===== src/rtl/mdu_iterative.sv =====
`default_nettype none
// ============================================================================
// Module  : mdu_iterative
// Brief   : Iterative unsigned multiply/divide unit (MUL, MULHU, DIVU, REMU)
//           feeding the register bank write port.
// Revision: 1.0 - initial release
// ============================================================================
module mdu_iterative #(
    parameter int WIDTH = 64
) (
    input  logic             clk,
    input  logic             rst,
    input  logic             start,
    input  logic [1:0]       op,
    input  logic [WIDTH-1:0] a,
    input  logic [WIDTH-1:0] b,
    input  logic [4:0]       rd,
    output logic             busy,
    output logic             done,
    output logic [WIDTH-1:0] result,
    output logic [4:0]       rd_out,
    output logic             we_reg
);

    localparam int             c_CW   = $clog2(WIDTH);
    localparam logic [c_CW-1:0] c_LAST = c_CW'(WIDTH - 1);

    typedef enum logic [1:0] {
        S_IDLE = 2'd0,
        S_CALC = 2'd1,
        S_DONE = 2'd2
    } state_t;

    state_t            r_state;
    state_t            w_next_state;
    logic [c_CW-1:0]   r_count;
    logic [1:0]        r_op;
    logic [WIDTH-1:0]  r_b;
    logic [4:0]        r_rd;
    logic [WIDTH-1:0]  r_hi;
    logic [WIDTH-1:0]  r_lo;
    logic [WIDTH-1:0]  r_result;
    logic [4:0]        r_rd_out;
    logic              r_done;
    logic              r_we;

    logic              w_accept;
    logic              w_last;
    logic [WIDTH:0]    w_sum;
    logic [WIDTH:0]    w_add;
    logic [WIDTH:0]    w_shift;
    logic [WIDTH:0]    w_trial;
    logic [WIDTH-1:0]  w_hi_next;
    logic [WIDTH-1:0]  w_lo_next;
    logic [WIDTH-1:0]  w_res_next;

    assign w_accept = (r_state == S_IDLE) && start;
    assign w_last   = (r_state == S_CALC) && (r_count == c_LAST);

    // Multiply: r_hi is the upper product half, r_lo holds the multiplier
    // and collects the low product bits as the register shifts right.
    assign w_sum = {1'b0, r_hi} + {1'b0, r_b};
    assign w_add = r_lo[0] ? w_sum : {1'b0, r_hi};

    // Divide: r_hi is the partial remainder, r_lo the dividend/quotient.
    // The borrow out of the 65-bit trial subtract is the restore decision.
    assign w_shift = {r_hi, r_lo[WIDTH-1]};
    assign w_trial = w_shift - {1'b0, r_b};

    always_comb begin
        w_hi_next = w_add[WIDTH:1];
        w_lo_next = {w_add[0], r_lo[WIDTH-1:1]};
        if (r_op[1]) begin
            w_hi_next = w_trial[WIDTH] ? w_shift[WIDTH-1:0] : w_trial[WIDTH-1:0];
            w_lo_next = {r_lo[WIDTH-2:0], ~w_trial[WIDTH]};
        end
    end

    always_comb begin
        w_res_next = w_lo_next;
        case (r_op)
            2'b01:   w_res_next = w_hi_next;
            2'b11:   w_res_next = w_hi_next;
            default: w_res_next = w_lo_next;
        endcase
    end

    always_comb begin
        w_next_state = r_state;
        case (r_state)
            S_IDLE:  if (start) w_next_state = S_CALC;
            S_CALC:  if (r_count == c_LAST) w_next_state = S_DONE;
            S_DONE:  w_next_state = S_IDLE;
            default: w_next_state = S_IDLE;
        endcase
    end

    always_ff @(posedge clk) begin
        if (rst) r_state <= S_IDLE;
        else     r_state <= w_next_state;
    end

    always_ff @(posedge clk) begin
        if (rst) begin
            r_count  <= '0;
            r_op     <= '0;
            r_b      <= '0;
            r_rd     <= '0;
            r_hi     <= '0;
            r_lo     <= '0;
            r_result <= '0;
            r_rd_out <= '0;
            r_done   <= 1'b0;
            r_we     <= 1'b0;
        end else begin
            r_done <= w_last;
            r_we   <= w_last && (r_rd != 5'd0);
            if (w_accept) begin
                r_count <= '0;
                r_op    <= op;
                r_b     <= b;
                r_rd    <= rd;
                r_hi    <= '0;
                r_lo    <= a;
            end else if (r_state == S_CALC) begin
                r_count <= r_count + 1'b1;
                r_hi    <= w_hi_next;
                r_lo    <= w_lo_next;
            end
            // Result and destination only change on completion, so they
            // hold stable between operations.
            if (w_last) begin
                r_result <= w_res_next;
                r_rd_out <= r_rd;
            end
        end
    end

    assign busy   = (r_state != S_IDLE);
    assign done   = r_done;
    assign we_reg = r_we;
    assign result = r_result;
    assign rd_out = r_rd_out;

endmodule
`default_nettype wire


===== config.mk =====
export PLATFORM = sky130hd
export DESIGN_NAME = mdu_iterative
export DESIGN_NICKNAME = d
export VERILOG_FILES = /design/src/rtl/mdu_iterative.sv
export SDC_FILE = /design/constraint.sdc
export NUM_CORES = 1
export LEC_CHECK = 0
export BUFFER_PORTS_ARGS = -buffer_cell sky130_fd_sc_hd__clkbuf_2
export CORE_MARGIN = 3
export CORE_UTILIZATION = 40
export DETAILED_ROUTE_END_ITERATION = 12
export PLACE_DENSITY = 0.62
export SLEW_MARGIN = 40
export SYNTH_ARGS = -nofsm -noshare
export SYNTH_HDL_FRONTEND = slang
export SYNTH_SLANG_ARGS = --single-unit

===== constraint.sdc =====
create_clock -name clk -period 7.6 [get_ports clk]
set_clock_uncertainty 0.05 [all_clocks]
set_input_delay 1.52 -clock clk [delete_from_list [all_inputs] [get_ports clk]]
set_output_delay 1.52 -clock clk [all_outputs]
set_load 0.02 [all_outputs]

==> summary.md <==
| Metric | Value |
|---|---|
| Most common cell after layout, fill and taps aside | `nand2_1` |
| WL met2 | `a little under 40000 µm` |
| Initial Utilization | `around two fifths` |
| Run status | `completed` |
| Post-CTS Setup Bufs | `0` |
| Slowest stage delay, CP | `a little over 0.6 ns` |
| Max-slew violations | `0` |
| Final hold vios | `0` |
| CTS resizes | `0` |
| FFs w/ async S/R, synth | `0%` |
| Syn Area/Cell | `7.25 µm²` |
| Die Y-Extent | `around 230 µm` |
| Vias in the first global route | `~21000` |
| PwrDens | `190 nW/µm²` |
| Number of synthesized flops with an enable pin | `0` |
| Mapped Cells | `2875` |
| Setup violators final | `0` |
| Post-Syn Area | `20800 µm²` |
| WP data required | `7.99 ns` |
| #FFs+latches synth | `between 200 and 300` |
| Hold Crit Class | `flip-flop to flip-flop` |
| CTS tree | `done` |
| Gpl congestion | `0.976` |
| Final #Nets | `around 3200` |
| GRT Overall Usage | `28.6%` |
| Initial antenna violation count | `0` |
| Rel. slew slack | `~42%` |
| Slowest cell on crit path | `buf_4` |
| Final setup TNS | `0 ns` |
| Syn_nets | `3144` |
| RSZ-0062 raised after global routing | `no` |
| DRT Pass-1 Iters | `6` |
| Max Clk Rate | `approximately 0.21 GHz` |
| Setup Crit Path Kind | `flip-flop to flip-flop` |
| Crit-path max FO | `47` |
| Distinct cells, synth | `87` |
| Seq/Total Area, Yosys | `a little over a quarter` |
| Worst skew pair latency | `~0.56 ns` |
| Yosys warns | `0` |
| Fin area | `between 20000 and 25000 µm²` |
| PortBufs | `roughly 210` |
| H-tree depth | `2` |
| Top Layer Used | `met4` |
| Layout cells sized above 1 | `a little over an eighth` |
| Synth area leader | `dfxtp_1` |
| Ys flop type | `dfxtp_1` |
| Period utilization | `a little under two thirds` |
| Vias | `around 22000` |
| Area of the die | `54900 µm²` |
| Metal3 WL | `a little over 4000 µm` |
| Synth area leaders | `dfxtp_1 27%, nand2_1 8.3%, a21oi_1 8.2%` |
| # IOs | `between 200 and 250` |
| DPL Wire Length | `between 60000 and 70000 µm` |
| DP Area | `approximately 22000 µm²` |
| Reg2Reg Setup Slack | `between 2 and 3 ns` |
| DR vias/cell | `~6.1` |
| Total gr overflow | `0` |
| Cts bufs inserted | `34` |
| Core Util, Final | `a little under half` |
| CTS root buf | `clkbuf_16` |
| CP Cell Sequence | `inv_1 -> ha_1 -> fa_1 -> nand2b_1 -> a21oi_1 -> a21oi_1 -> o21ai_2 -> a41oi_2 -> a21oi_2 -> or4_4 -> and3_2 -> buf_4 -> mux2_2 -> a21oi_1 -> a21oi_1 -> a22o_1` |
| Antenna diode count | `0` |
| WL/cell | `22.3 µm` |
| Crit path time final | `approximately 4.8 ns` |
| Layout area overhead | `12.2%` |
| Number of remaining DRC errors | `0` |
| Largest net degree at the start of global routing | `between 150 and 200` |
| Wire length on met1 | `32300 µm` |
| Leak pwr | `approximately 0.0096 µW` |
| # clock sinks | `roughly 280` |
| Worst path arrival time | `between 5 and 6 ns` |
| Most frequent cells in the layout | `454 x nand2_1, 341 x a21oi_1, 276 x dfxtp_1, 226 x nor2_1, 208 x clkbuf_2` |
| Hold Buf Count CTS | `0` |
| Die width | `around 230 µm` |
| Yosys top cell area share | `26.7%` |
| Worst Path Buf+Inv | `2` |
| Setup crit end kind | `flip-flop` |
| CP Launch Type | `flip-flop` |
| Worst-margin pin slew | `~0.87 ns` |
| Number of routed nets with antenna violations | `0` |
| Routed WL | `about 80000 µm` |
| CP top delay family | `compound AO/OA/AOI/OAI gates` |
| Crit-path most repeated cell | `a21oi_1` |
| Initial drt markers | `roughly 1600` |
| First-pass GRT wire length | `between 100000 and 150000 µm` |
| Total core area | `51400 µm²` |
| CTS max path bufs | `3` |
| Rows | `slightly above 80` |
| Worst-path clk slew | `0.06 ns` |
| Max Cap Viol | `0` |
| Worst vdd ir | `between 0.15 and 0.2 mV` |
[power by group]
group	switching (µW)	internal [µW]
Sequential	80.5	1530
Combinational	758	414
Clock	694	976
[area by class of cell]
| type | count | area, µm² |
|---|---|---|
| Clock buffer | 47 | 980 |
| Tap cell | 680 | 851 |
| Multi-Input combinational cell | 2289 | 14100 |
| Clock inverter | 13 | 145 |
| Inverter | 111 | 417 |
| Sequential cell | 278 | 5570 |
| Fill cell | 5331 | 28000 |
| Timing Repair Buffer | 233 | 1290 |
[kinds of logic (layout without fill, tap and decap cells)]
group                    count (synthesis)  in the layout  synth area share [%]
flip-flops                             278            278                  26.7
buffers and inverters                  308            404                  5.78
AND/OR/NAND/NOR                       1006           1006                  21.4
multiplexers                           100            100                  5.18
AO/OA/AOI/OAI                          937            937                  28.1
XOR/XNOR                               115            115                  4.83
adder cells (fa/ha/maj)                131            131                  7.94
[routing by layer]
layer	up-vias	track usage, %
met5	-	0
met4	0	17.4
met3	261	3.21
met2	820	49.6
met1	10600	33.8
li1	10500	-
[worst paths after layout]
check,cells after the start,start,to
worst min register to register,2,rd_out[0],rd_out[0]
worst max register to register,16,r_lo[63],result[10]
worst max-delay path,16,r_lo[63],result[10]
worst min-delay path,2,rd_out[0],rd_out[0]
[synthesized netlist by cell type (33+ instances only)]
library cell	instances
nand2_1	458
a21oi_1	341
dfxtp_1	278
nor2_1	230
clkbuf_1	168
o21ai_0	153
ha_1	129
inv_1	107
nor3_1	74
xnor2_1	68
a31oi_1	64
nand3_1	64
mux2_2	62
a21o_1	50
o22ai_1	49
nand4_1	48
xor2_1	47
o211ai_1	42
a211oi_1	40
mux2i_1	38
o21bai_1	33
[per-stage QoR]
stage	std cells	setup slack (ns)	power (µW)	hold WS, ns
2_1_floorplan	2875	3.97	2440	0.395
3_3_place_gp	3588	2.95	2770	0.395
3_5_place_dp	3590	2.89	2780	0.399
4_1_cts	3650	2.86	4450	0.407
5_1_grt	3651	2.48	4650	0.431
6_report	3651	2.76	4450	0.405
[worst register-to-register path: cells and delay by family, from the launching register on]
kind / cells / cell delay [ns]
buf+inv: 2 / 0.69
flops: 1 / 0.33
compound gates: 8 / 1.93
fa+ha+maj: 2 / 0.62
mux: 1 / 0.46
simple gates: 3 / 0.66
(Power assumes the default switching activity.)
